===== config.mk =====
export PLATFORM = sky130hd
export DESIGN_NAME = mem_arbiter
export DESIGN_NICKNAME = d
export VERILOG_FILES = /design/src/rtl/mem_arbiter_pkg.sv /design/src/rtl/mem_arbiter_rr.sv /design/src/rtl/mem_arbiter.sv
export SDC_FILE = /design/constraint.sdc
export NUM_CORES = 1
export LEC_CHECK = 0
export BUFFER_PORTS_ARGS = -buffer_cell sky130_fd_sc_hd__buf_4
export CAP_MARGIN = 5
export CORE_MARGIN = 2
export CORE_UTILIZATION = 45
export CTS_BUF_LIST = sky130_fd_sc_hd__clkbuf_4
export DETAILED_ROUTE_END_ITERATION = 8
export PLACE_DENSITY = 0.76
export SLEW_MARGIN = 20
export SYNTH_ARGS = -nofsm -noshare
export SYNTH_HDL_FRONTEND = slang
export SYNTH_SLANG_ARGS = --single-unit
export TNS_END_PERCENT = 20

===== constraint.sdc =====
create_clock -name clk -period 3.9 [get_ports clk]
set_input_delay 0.39 -clock clk [delete_from_list [all_inputs] [get_ports clk]]
set_output_delay 0.39 -clock clk [all_outputs]
set_load 0.05 [all_outputs]

===== src/rtl/mem_arbiter_pkg.sv =====
// Shared definitions for the two-port memory arbiter: default widths,
// FSM state encoding and port-owner encoding.
package mem_arbiter_pkg;

  localparam int unsigned DEF_ADDR_W  = 16;
  localparam int unsigned DEF_DATA_W  = 16;
  localparam int unsigned DEF_MEM_LAT = 1;

  // Latency counter holds MEM_LAT-1, so 0..3 for the legal 1..4 range.
  localparam int unsigned LAT_CNT_W   = 2;

  typedef enum logic [1:0] {
    ST_IDLE  = 2'd0,
    ST_ISSUE = 2'd1,
    ST_WAIT  = 2'd2,
    ST_RESP  = 2'd3
  } state_e;

  typedef enum logic {
    OWN_FETCH = 1'b0,
    OWN_DATA  = 1'b1
  } owner_e;

endpackage


===== src/rtl/mem_arbiter_rr.sv =====
// Two-way round-robin selector (purely combinational).
//   req[1:0] : requests, bit 0 = fetch port, bit 1 = data port
//   last     : 1 when the data port won the previous grant
//   grant    : one-hot winner, 2'b00 when nothing is requested
module rr_arbiter2 (
  input  logic [1:0] req,
  input  logic       last,
  output logic [1:0] grant
);

  // On a tie the port that did not win last time takes the grant.
  always_comb begin
    grant = 2'b00;
    if (req == 2'b11) begin
      grant = last ? 2'b01 : 2'b10;
    end else begin
      grant = req;
    end
  end

endmodule


===== src/rtl/mem_arbiter.sv =====
// Shares one single-ported memory between an instruction-fetch port and a
// load/store data port. One access at a time: IDLE -> ISSUE -> (WAIT -> RESP)
// -> IDLE. All outputs are registered.
//   clk, rst                : clock, synchronous active-high reset
//   if_req/if_addr          : fetch request (always a read)
//   if_gnt/if_rvalid/if_rdata : fetch accept pulse, read-data pulse, data
//   d_req/d_we/d_addr/d_wdata : data request (d_we=1 store, 0 load)
//   d_gnt/d_rvalid/d_rdata  : data accept pulse, load-data pulse, data
//   mem_en/mem_we/mem_addr/mem_wdata/mem_rdata : memory side
//   busy                    : high whenever the FSM is not in IDLE
module mem_arbiter
  import mem_arbiter_pkg::*;
#(
  parameter int unsigned ADDR_W  = DEF_ADDR_W,
  parameter int unsigned DATA_W  = DEF_DATA_W,
  parameter int unsigned MEM_LAT = DEF_MEM_LAT
) (
  input  logic              clk,
  input  logic              rst,
  input  logic              if_req,
  input  logic [ADDR_W-1:0] if_addr,
  output logic              if_gnt,
  output logic              if_rvalid,
  output logic [DATA_W-1:0] if_rdata,
  input  logic              d_req,
  input  logic              d_we,
  input  logic [ADDR_W-1:0] d_addr,
  input  logic [DATA_W-1:0] d_wdata,
  output logic              d_gnt,
  output logic              d_rvalid,
  output logic [DATA_W-1:0] d_rdata,
  output logic              mem_en,
  output logic              mem_we,
  output logic [ADDR_W-1:0] mem_addr,
  output logic [DATA_W-1:0] mem_wdata,
  input  logic [DATA_W-1:0] mem_rdata,
  output logic              busy
);

  if (MEM_LAT < 1 || MEM_LAT > 4) begin : g_bad_mem_lat
    $error("mem_arbiter: MEM_LAT=%0d is outside the supported range 1..4", MEM_LAT);
  end

  state_e                 state_q, state_d;
  owner_e                 owner_q, owner_d;
  owner_e                 last_q,  last_d;
  logic                   we_q,    we_d;
  logic [ADDR_W-1:0]      addr_q,  addr_d;
  logic [DATA_W-1:0]      wdata_q, wdata_d;
  logic [LAT_CNT_W-1:0]   cnt_q,   cnt_d;

  logic                   if_gnt_q,    if_gnt_d;
  logic                   d_gnt_q,     d_gnt_d;
  logic                   if_rvalid_q, if_rvalid_d;
  logic                   d_rvalid_q,  d_rvalid_d;
  logic [DATA_W-1:0]      if_rdata_q,  if_rdata_d;
  logic [DATA_W-1:0]      d_rdata_q,   d_rdata_d;
  logic                   mem_en_q,    mem_en_d;
  logic                   mem_we_q,    mem_we_d;
  logic                   busy_q,      busy_d;

  logic [1:0]             grant;

  rr_arbiter2 u_rr (
    .req   ({d_req, if_req}),
    .last  (last_q == OWN_DATA),
    .grant (grant)
  );

  // State register.
  always_ff @(posedge clk) begin
    if (rst) begin
      state_q <= ST_IDLE;
    end else begin
      state_q <= state_d;
    end
  end

  // Next-state and transaction latch logic.
  always_comb begin
    state_d = state_q;
    owner_d = owner_q;
    last_d  = last_q;
    we_d    = we_q;
    addr_d  = addr_q;
    wdata_d = wdata_q;
    cnt_d   = cnt_q;
    unique case (state_q)
      ST_IDLE: begin
        if (|grant) begin
          state_d = ST_ISSUE;
          owner_d = grant[1] ? OWN_DATA : OWN_FETCH;
          last_d  = owner_d;
          if (grant[1]) begin
            we_d    = d_we;
            addr_d  = d_addr;
            wdata_d = d_wdata;
          end else begin
            we_d    = 1'b0;
            addr_d  = if_addr;
          end
        end
      end
      ST_ISSUE: begin
        if (we_q) begin
          state_d = ST_IDLE;
        end else begin
          state_d = ST_WAIT;
          cnt_d   = LAT_CNT_W'(MEM_LAT - 1);
        end
      end
      ST_WAIT: begin
        // WAIT lasts MEM_LAT cycles; the last one sees valid mem_rdata.
        if (cnt_q == '0) begin
          state_d = ST_RESP;
        end else begin
          cnt_d = cnt_q - LAT_CNT_W'(1);
        end
      end
      ST_RESP: begin
        state_d = ST_IDLE;
      end
      default: begin
        state_d = ST_IDLE;
      end
    endcase
  end

  // Outputs decoded from the upcoming state so they can be registered.
  always_comb begin
    if_gnt_d    = 1'b0;
    d_gnt_d     = 1'b0;
    mem_en_d    = 1'b0;
    mem_we_d    = 1'b0;
    if_rvalid_d = 1'b0;
    d_rvalid_d  = 1'b0;
    if_rdata_d  = if_rdata_q;
    d_rdata_d   = d_rdata_q;
    busy_d      = (state_d != ST_IDLE);
    if (state_d == ST_ISSUE) begin
      mem_en_d = 1'b1;
      mem_we_d = we_d;
      if_gnt_d = (owner_d == OWN_FETCH);
      d_gnt_d  = (owner_d == OWN_DATA);
    end
    // mem_rdata is captured on the WAIT->RESP edge and presented in RESP.
    if (state_d == ST_RESP) begin
      if (owner_d == OWN_FETCH) begin
        if_rvalid_d = 1'b1;
        if_rdata_d  = mem_rdata;
      end else begin
        d_rvalid_d  = 1'b1;
        d_rdata_d   = mem_rdata;
      end
    end
  end

  // Transaction and output registers.
  always_ff @(posedge clk) begin
    if (rst) begin
      owner_q     <= OWN_FETCH;
      last_q      <= OWN_DATA;
      we_q        <= 1'b0;
      addr_q      <= '0;
      wdata_q     <= '0;
      cnt_q       <= '0;
      if_gnt_q    <= 1'b0;
      d_gnt_q     <= 1'b0;
      if_rvalid_q <= 1'b0;
      d_rvalid_q  <= 1'b0;
      if_rdata_q  <= '0;
      d_rdata_q   <= '0;
      mem_en_q    <= 1'b0;
      mem_we_q    <= 1'b0;
      busy_q      <= 1'b0;
    end else begin
      owner_q     <= owner_d;
      last_q      <= last_d;
      we_q        <= we_d;
      addr_q      <= addr_d;
      wdata_q     <= wdata_d;
      cnt_q       <= cnt_d;
      if_gnt_q    <= if_gnt_d;
      d_gnt_q     <= d_gnt_d;
      if_rvalid_q <= if_rvalid_d;
      d_rvalid_q  <= d_rvalid_d;
      if_rdata_q  <= if_rdata_d;
      d_rdata_q   <= d_rdata_d;
      mem_en_q    <= mem_en_d;
      mem_we_q    <= mem_we_d;
      busy_q      <= busy_d;
    end
  end

  assign if_gnt    = if_gnt_q;
  assign d_gnt     = d_gnt_q;
  assign if_rvalid = if_rvalid_q;
  assign d_rvalid  = d_rvalid_q;
  assign if_rdata  = if_rdata_q;
  assign d_rdata   = d_rdata_q;
  assign mem_en    = mem_en_q;
  assign mem_we    = mem_we_q;
  assign mem_addr  = addr_q;
  assign mem_wdata = wdata_q;
  assign busy      = busy_q;

endmodule


=== Yosys cells after proc, flatten, opt, wreduce, memory -nomap -nowiden ===
Index checks and enable logic that the tools add are counted.

* Register bits after elaboration: 78
* Latch bits: 0
* Bits in writable memories: 0
* ROM bits: 0
* Bits of input ports: 69
* Output and inout port bits: 71
* Memories: 0

* $add $sub $neg: 1
* Multiply operators: 0
* Div/mod/pow operators: 0
* Magnitude comparators: 0
* Equal/unequal tests: 8
* Shifts and indexed selects: 0
* Muxes and demuxes: 19
* Bitwise gates (word level): 3
* Reductions and logical operators: 12

{| class="wikitable"
|+ Operators with widths
! cell !! count
|-
| 16-bit two-way mux || 1
|-
| 2-bit two-way mux || 7
|-
| 1-bit two-way mux || 9
|-
| 2-bit equality test (second input constant) || 4
|-
| 2-bit case mux with 4 select lines || 1
|-
| 2-bit AND reduction || 3
|-
| 3-bit AND reduction || 2
|-
| 2-bit OR reduction || 3
|-
| 2-bit by 1-bit equality test with 1-bit output (second input constant) || 2
|-
| 2-bit logical NOT || 2
|-
| 2-bit != test (second input constant) || 2
|-
| 2-bit case mux with 2 select lines || 1
|-
| 2-bit nonzero test || 2
|-
| 1-bit inverter || 3
|-
| 2-bit by 1-bit subtractor with 2-bit output (second input constant) || 1
|}

=== Depth between registers and ports, before layout ===
Gate-level depths: netlist of run 1.

* Depth in word-level cells: 8
* Gate-level depth with buffers: 7
* Mapped depth without buffers: 5

=== Modules after synthesis ===
A second synthesis of run 1 with hierarchy kept.

* Cells, all modules: 325
* Area, all modules: 3016.6 sq um

{| class="wikitable"
|+ By module, submodules not included
! module !! times used !! cells an instance !! area each (sq um) !! seq. area each (sq um)
|-
| mem_arbiter || 1 || 322 || 2997.9 || 1561.5
|-
| rr_arbiter2 || 1 || 3 || 18.8 || 0.0
|}

=== Worst setup path before layout of run 1 ===
OpenSTA, ideal clock, no wires.

* Kind: reg-to-reg
* From: register cnt_q[0]
* To: register if_rdata_q[0] (netlist: if_rdata[0])
* Library setup time: 70 ps
* Arrival: 1402 ps
* Data required time: 3830 ps
* Path slack: 2427 ps
* Cell stages (with the launch flop): 8
* Path buffers: 2
* Cell sequence: dfxtp_1 inv_1 ha_1 nand4bb_1 clkbuf_1 clkbuf_1 nand2_1 a21oi_1

* Cells in the longest elaborated chain, start to end: 5

{| class="wikitable"
|+ RTL lines
! element !! RTL line !! source
|-
| from (decl) || mem_arbiter.sv:50 || <nowiki>logic [LAT_CNT_W-1:0] cnt_q, cnt_d;</nowiki>
|-
| from (signal assigned) || mem_arbiter.sv:182 || <nowiki>cnt_q <= cnt_d;</nowiki>
|-
| 2-bit logical NOT || mem_arbiter.sv:114 || <nowiki>if (cnt_q == '0) begin</nowiki>
|-
| 2-bit two-way mux || mem_arbiter.sv:114 ||
|-
| 2-bit case mux with 4 select lines || mem_arbiter.sv:88 || <nowiki>unique case (state_q)</nowiki>
|-
| 2-bit equality test || mem_arbiter.sv:147 || <nowiki>if (state_d == ST_RESP) begin</nowiki>
|-
| 2-bit AND reduction (no source line) || -- ||
|-
| to (signal assigned) || mem_arbiter.sv:187 || <nowiki>if_rdata_q <= if_rdata_d;</nowiki>
|-
| to (decl) || mem_arbiter.sv:56 || <nowiki>logic [DATA_W-1:0] if_rdata_q, if_rdata_d;</nowiki>
|}

No other way between the ends.
A chain may end at the register's enable or synchronous reset.

=== Final worst setup path of run 1 ===
* From: register state_q[1]
* To: register if_rdata_q[13] (netlist: if_rdata[13])

* Cells in the longest elaborated chain, start to end: 4
* Elaborated cells on any way between the ends: 11
* Those cells by class: eq/ne: 4; mux: 4; bitwise: 1; reduce/logical: 2

{| class="wikitable"
|+ RTL lines
! element !! RTL line !! source
|-
| from (decl) || mem_arbiter.sv:44 || <nowiki>state_e state_q, state_d;</nowiki>
|-
| from (signal assigned) || mem_arbiter.sv:75 || <nowiki>state_q <= state_d;</nowiki>
|-
| 2-bit equality test, or another cell as far along || mem_arbiter.sv:88 ||
|-
| 2-bit case mux with 4 select lines or 1-bit two-way mux (tied branches) || mem_arbiter.sv:88 ||
|-
| 2-bit equality test or 1-bit inverter (tied branches) || -- ||
|-
| 2-bit AND reduction (no source line) * || -- ||
|}

Mark *: on every way between the ends. The rest lies on a longest branch, timed or not.

==> results of run 1 <==
-- per-stage QoR --
stage / setup slack, ns / cells / instance area (µm²) / power [µW] / utilization, %
after floorplan: 2.43 / 361 / 3170 / 1250 / -
after detailed placement: 2.04 / 567 / 4200 / 1400 / 61.8
after CTS: 2.05 / 583 / 4370 / 1970 / 64.3
after global placement: 2.04 / 567 / 4200 / 1390 / 61.8
final: 2.10 / 583 / 4370 / 1950 / 64.3
after global routing: 1.91 / 583 / 4370 / 2040 / 64.3
-- sequential cells by signal (all words and copies together) (netlist names) --
register	flops
mem_addr	16
mem_wdata	16
owner_q	1
mem_en	1
last_q	1
if_rdata	16
mem_we	1
d_rvalid	1
we_q	1
d_gnt	1
cnt_q	2
if_gnt	1
if_rvalid	1
busy	1
d_rdata	16
state_q	2
-- Yosys cell counts, drive strengths merged --
cell type / count
buf: 15
a21oi: 67
nand2: 98
nand4bb: 1
a311oi: 16
nand4b: 2
nand3b: 1
nand3: 18
a21bo: 17
nand2b: 2
inv: 3
o31ai: 1
or3b: 2
nor3b: 3
clkbuf: 16
a221o: 1
dfxtp: 78
and4b: 1
a21boi: 1
o21bai: 1
o22ai: 1
nor2: 4
ha: 1
or2: 3
nor2b: 2
o32ai: 1
nor4bb: 1
nor3: 3
and2: 1
-- tightest hold or removal path, stage by stage --
cell and delay [ns]:
buf_4 0.11, nand2_1 0.05, a21oi_1 0.05
-- cell families (layout without fill, tap and decap cells) --
group | count (synthesis) | count (layout) | synth area share [%]
compound gates | 106 | 106 | 24.0
fa+ha+maj | 1 | 1 | 0.394
buf+inv | 34 | 160 | 5.44
flops | 78 | 78 | 49.2
simple gates | 142 | 142 | 21.0
-- final cells by class --
| class | instances | area [µm²] |
|---|---|---|
| tap | 96 | 120 |
| multi-input combinational | 249 | 1450 |
| inverter | 3 | 11.3 |
| sequential | 78 | 1560 |
| clock buffer | 9 | 67.6 |
| fill | 596 | 2420 |
| timing repair buffer | 141 | 1060 |
| clock inverter | 7 | 105 |
-- routing by layer --
layer,GRT usage (%),vias up
met4,8.39,0
li1,-,1490
met3,5.84,12
met2,34.1,111
met1,25.4,1343
met5,0,-
-- power groups by stage --
stage          clock, µW  sequential, µW  combinational, µW
2_1_floorplan          0            1060                187
3_5_place_dp           0             902                501
3_3_place_gp           0             901                494
4_1_cts              587             885                501
6_report             565             885                498
5_1_grt              614             892                532
-- how the worst min path moves through the flow --
stage,from,endpoint,slack (ns),cells past startpoint
detailed placement,if_rdata[3],if_rdata[3],0.45,2
finish,mem_rdata[14],if_rdata[14],0.22,3
global route,mem_rdata[14],if_rdata[14],0.19,3
floorplan,cnt_q[0],cnt_q[0],0.44,1
global placement,if_rdata[5],if_rdata[5],0.44,2
CTS,mem_rdata[14],d_rdata[14],0.18,3
==> summary.md, run 1 <==
| Metric | Value |
|---|---|
| CP Depth | `3` |
| Period utilization | `46.1%` |
| Mapped Area | `0.00317 mm²` |
| Crit path DAT | `2.07 ns` |
| Gate power share | `25.6%` |
| PostCTS Resize Cnt | `0` |
| Internal | `1300 µW` |
| Synth top area cells | `dfxtp_1 (49%), nand2_1 (12%), a21oi_1 (11%), a21bo_2 (5.0%), a311oi_2 (4.3%)` |
| Worst-Margin Slew | `0.847 ns` |
| Mapped Cells | `361` |
| Initial core utilization | `46.7%` |
| Yosys cell types | `38` |
| Net Count, Synth | `431` |
| Crit-path max FO | `16` |
| Status | `completed` |
| TritonCTS buffer count | `9` |
| Antenna Nets Post-Route | `0` |
| P_leak | `0.00184 µW` |
| Area leader, netlist | `dfxtp_1` |
| DRC | `0` |
| Core area | `0.00679 mm²` |
| First-pass GRT wire length | `12.6 mm` |
| I/O Buffers | `139` |
| Peak VDD IR | `250 µV` |
| Crit. End Element | `register` |
| Startpoint types | `register` |
| Critical path required time | `4.17 ns` |
| Hpwl dp | `5.49 mm` |
| Net switching power | `650 µW` |
| GPL Wtd Cong | `0.768` |
| GRT Resource Usage Total | `20.6%` |
| Row count | `30` |
| H-tree Lvls | `3` |
| # hold bufs at CTS | `0` |
| Clock Sinks | `78` |
| CP delay by family, top | `simple AND/OR/NAND/NOR gates` |
| Max stage delay on crit path | `0.67 ns` |
| Root Buffer Master | `clkbuf_4` |
| Initial antenna violation count | `0` |
| Highest metal used | `met4` |
| Sw frac | `33.4%` |
| CP Cell Sequence | `nand4bb_1 > nand2_1 > a21oi_1` |
| Avg Inst Size Synth | `8.79 µm²` |
| Die Height | `88.0 µm` |
| Clk_lat worst skew | `0.41 ns` |
| Worst path bufs/invs | `0` |
| DR vias | `2956` |
| Total gr overflow | `0` |
| Clk slew on worst S/H paths | `0.14 ns` |
| Reg2Reg Depth | `3` |
| Fin crit period | `1.80 ns` |
| Most common cell after layout, fill and taps aside | `buf_4` |
| CTS tree | `built` |
| Die footprint | `0.00774 mm²` |
| Hold_ws | `0.217 ns` |
| MaxCap Viol Count | `0` |
| Max Root-Sink Buffers | `2` |
| Seq pwr share | `45.4%` |
| Capture point of the worst reg-to-reg path | `if_rdata[13]` |
| Pins Over Slew Limit | `0` |
| Fmax | `556 MHz` |
| Crit. Startpoint | `state_q[1]` |
| Setup CP Type | `register to register` |
| Met2 WL | `3.70 mm` |
| PD cells | `446 mW/mm²` |
| # nets final | `552` |
| Yosys top cell area share | `49.2%` |
| DR iter-0 viols | `123` |
| Clock share of power | `29.0%` |
| WL met1 | `3.37 mm` |
| Vias in the first global route | `2828` |
| Synth warn | `0` |
| DRT Wirelength | `7.90 mm` |
| FF-to-FF setup slack | `2.10 ns` |
| N_diodes | `0` |
| Clock skew | `0.0123 ns` |
| R2r startpoint | `state_q[1]` |
| Ports | `140` |
| Sequential fraction of the synthesis area | `49.2%` |
| Highest-count cells in the layout ignoring fill and taps | `buf_4 (141), nand2_1 (97), dfxtp_1 (78)` |
| Worst hold path type | `input port to register` |
| Largest net degree at the start of global routing | `81` |
| Rel. slew slack | `43.5%` |
| Crit-path slowest cell | `nand4bb_1` |
| Wire length per cell | `13.5 µm` |
| DR pass1 iterations | `4` |
| Wire length on met3 | `710 µm` |
| # Post-CTS Setup Buffers | `0` |
| Setup violators final | `0` |
| Sum Neg Setup Slack | `0 ns` |
| RSZ-0062 raised after global routing | `false` |
| Vias/cell | `5.07` |
| Yosys reg bits | `78` |
| CP endpoint | `if_rdata[13]` |
| Final Hold Viols | `0` |
| P&R area growth vs syn | `37.8%` |
| Chip width | `88.0 µm` |
| Layout cell share with drive strength beyond 1 | `39.4%` |
(Power assumes the default switching activity.)
==> run 2: changes to the inputs <==
clock period = 1.7 ns   (was 3.9 ns; I/O delays follow)
==> run 2 against run 1 <==
Sequential share of layout area shrank 3.2 points. Largest power group unchanged. Maximum frequency grew 18%. Critical path depth grew 2. Largest cell class unchanged. Utilization grew 6.3 points.
==> summary.md, run 2 (synthesis gave the netlist of run 1 again) <==
| Metric | Value |
|---|---|
| Placed Area | `0.00429 mm²` |
| N_diodes | `0` |
| Highest-count cells in the layout ignoring fill and taps | `buf_4 (148), nand2_1 (98), dfxtp_1 (78)` |
| WL met1 | `3.66 mm` |
| Row count | `30` |
| Vias/cell | `5.08` |
| Pins Over Slew Limit | `0` |
| Worst-Margin Slew | `0.608 ns` |
| Final Non-Filler Cells | `624` |
| Root Buffer Master | `clkbuf_4` |
| Setup CP Type | `register to register` |
| Net switching power | `1500 µW` |
| Total gr overflow | `0` |
| # Post-CTS Setup Buffers | `0` |
| Fmax | `656 MHz` |
| Status | `completed` |
| Crit-path max FO | `7` |
| Hpwl dp | `5.64 mm` |
| Antenna Nets Post-Route | `0` |
| Rel. slew slack | `59.5%` |
| Worst hold path type | `input port to register` |
| Vias in the first global route | `2918` |
| Max Root-Sink Buffers | `2` |
| Ports | `140` |
| Critical path required time | `2.05 ns` |
| DR pass1 iterations | `4` |
| Cell area after layout | `0.00480 mm²` |
| Fillers | `518` |
| CP delay by family, top | `simple AND/OR/NAND/NOR gates` |
| Wire length on met3 | `727 µm` |
| Setup violators final | `0` |
| DR vias | `3168` |
| Seq pwr share | `43.4%` |
| Sum Neg Setup Slack | `0 ns` |
| H-tree Lvls | `3` |
| RSZ-0062 raised after global routing | `false` |
| Gate power share | `26.5%` |
| Initial core utilization | `46.7%` |
| Most common cell after layout, fill and taps aside | `buf_4` |
| P_leak | `0.00203 µW` |
| Wire length per cell | `13.7 µm` |
| Core area | `0.00679 mm²` |
| Period utilization | `89.7%` |
| Highest metal used | `met4` |
| Peak VDD IR | `535 µV` |
| Clk_lat worst skew | `0.42 ns` |
| Crit-path slowest cell | `or3b_1` |
| First-pass GRT wire length | `13.3 mm` |
| Die footprint | `0.00774 mm²` |
| Clock share of power | `30.1%` |
| Initial antenna violation count | `0` |
| Largest net degree at the start of global routing | `52` |
| Startpoint types | `register` |
| Internal | `3180 µW` |
| Clock Sinks | `78` |
| Crit. End Element | `register` |
| Die Height | `88.0 µm` |
| Clk slew on worst S/H paths | `0.13 ns` |
| Final Hold Viols | `0` |
| DRT Wirelength | `8.54 mm` |
| Clock skew | `0.0172 ns` |
| Max stage delay on crit path | `0.42 ns` |
| GRT Resource Usage Total | `21.8%` |
| Met2 WL | `4.04 mm` |
| DRC | `0` |
| TritonCTS buffer count | `9` |
| MaxCap Viol Count | `0` |
| GPL Wtd Cong | `0.791` |
| PD cells | `976 mW/mm²` |
| I/O Buffers | `139` |
| Worst path bufs/invs | `1` |
| DR iter-0 viols | `191` |
| Crit path DAT | `1.87 ns` |
| P&R area growth vs syn | `51.2%` |
| Fin crit period | `1.52 ns` |
| # nets final | `593` |
| Inst Count DP | `576` |
| Chip width | `88.0 µm` |
| Layout cell share with drive strength beyond 1 | `37.9%` |
| CP Cell Sequence | `inv_1 > ha_1 > or3b_1 > or2_0 > a21oi_1` |
| Sw frac | `32.0%` |
| CTS tree | `built` |
## run 2: power groups by stage
stage / clock, µW / sequential, µW / combinational, µW
after floorplan: 0 / 2430 / 428
after CTS: 1450 / 2030 / 1240
after detailed placement: 0 / 2070 / 1180
after global routing: 1500 / 2050 / 1320
final: 1410 / 2030 / 1240
after global placement: 0 / 2070 / 1170
## run 2: final cells by class
type                            count  area, µm²  share of cell area, %
Timing Repair Buffer              182       1470                   30.7
Clock buffer                        9       67.6                   1.41
Inverter                            3       11.3                  0.235
Multi-Input combinational cell    249       1450                   30.1
Tap cell                           96        120                   2.50
Sequential cell                    78       1560                   32.5
Clock inverter                      7        121                   2.53
## run 2: path summary, 6_finish.rpt
check	startpoint	end	slack (ns)	cells after the start
max	cnt_q[0]	cnt_q[1]	0.18	5
max reg2reg	cnt_q[0]	cnt_q[1]	0.18	5
min	d_wdata[3]	mem_wdata[3]	0.02	3
min reg2reg	d_rdata[4]	d_rdata[4]	0.46	2
## run 2: through the flow
step | hold WS, ns | utilization, % | setup WS (ns) | power (µW)
after CTS | 0.000547 | 70.6 | 0.169 | 4720
after detailed placement | 0.437 | 63.1 | 0.202 | 3250
after global routing | 0.0114 | 70.6 | 0.0410 | 4870
after floorplan | 0.306 | - | 0.227 | 2860
after global placement | 0.428 | 63.1 | 0.281 | 3230
final | 0.0190 | 70.6 | 0.176 | 4680
## run 2: worst reg2reg max path, cell delays in order (launching register included)
cell,delay (ns)
dfxtp_1,0.38
inv_1,0.05
ha_1,0.26
or3b_1,0.42
or2_0,0.22
a21oi_1,0.13
## run 2: repair_timing
item | 4_1_cts | 5_1_grt
hold endpoints to repair | 46 | 0
gates resized for setup | 0 | 0
hold buffers | 32 | 0
## run 2: per-layer routing
metal	track usage [%]	vias to the layer above
met2	35.7	139
met3	5.56	11
met4	8.95	0
li1	-	1565
met1	27.3	1453
met5	0	-
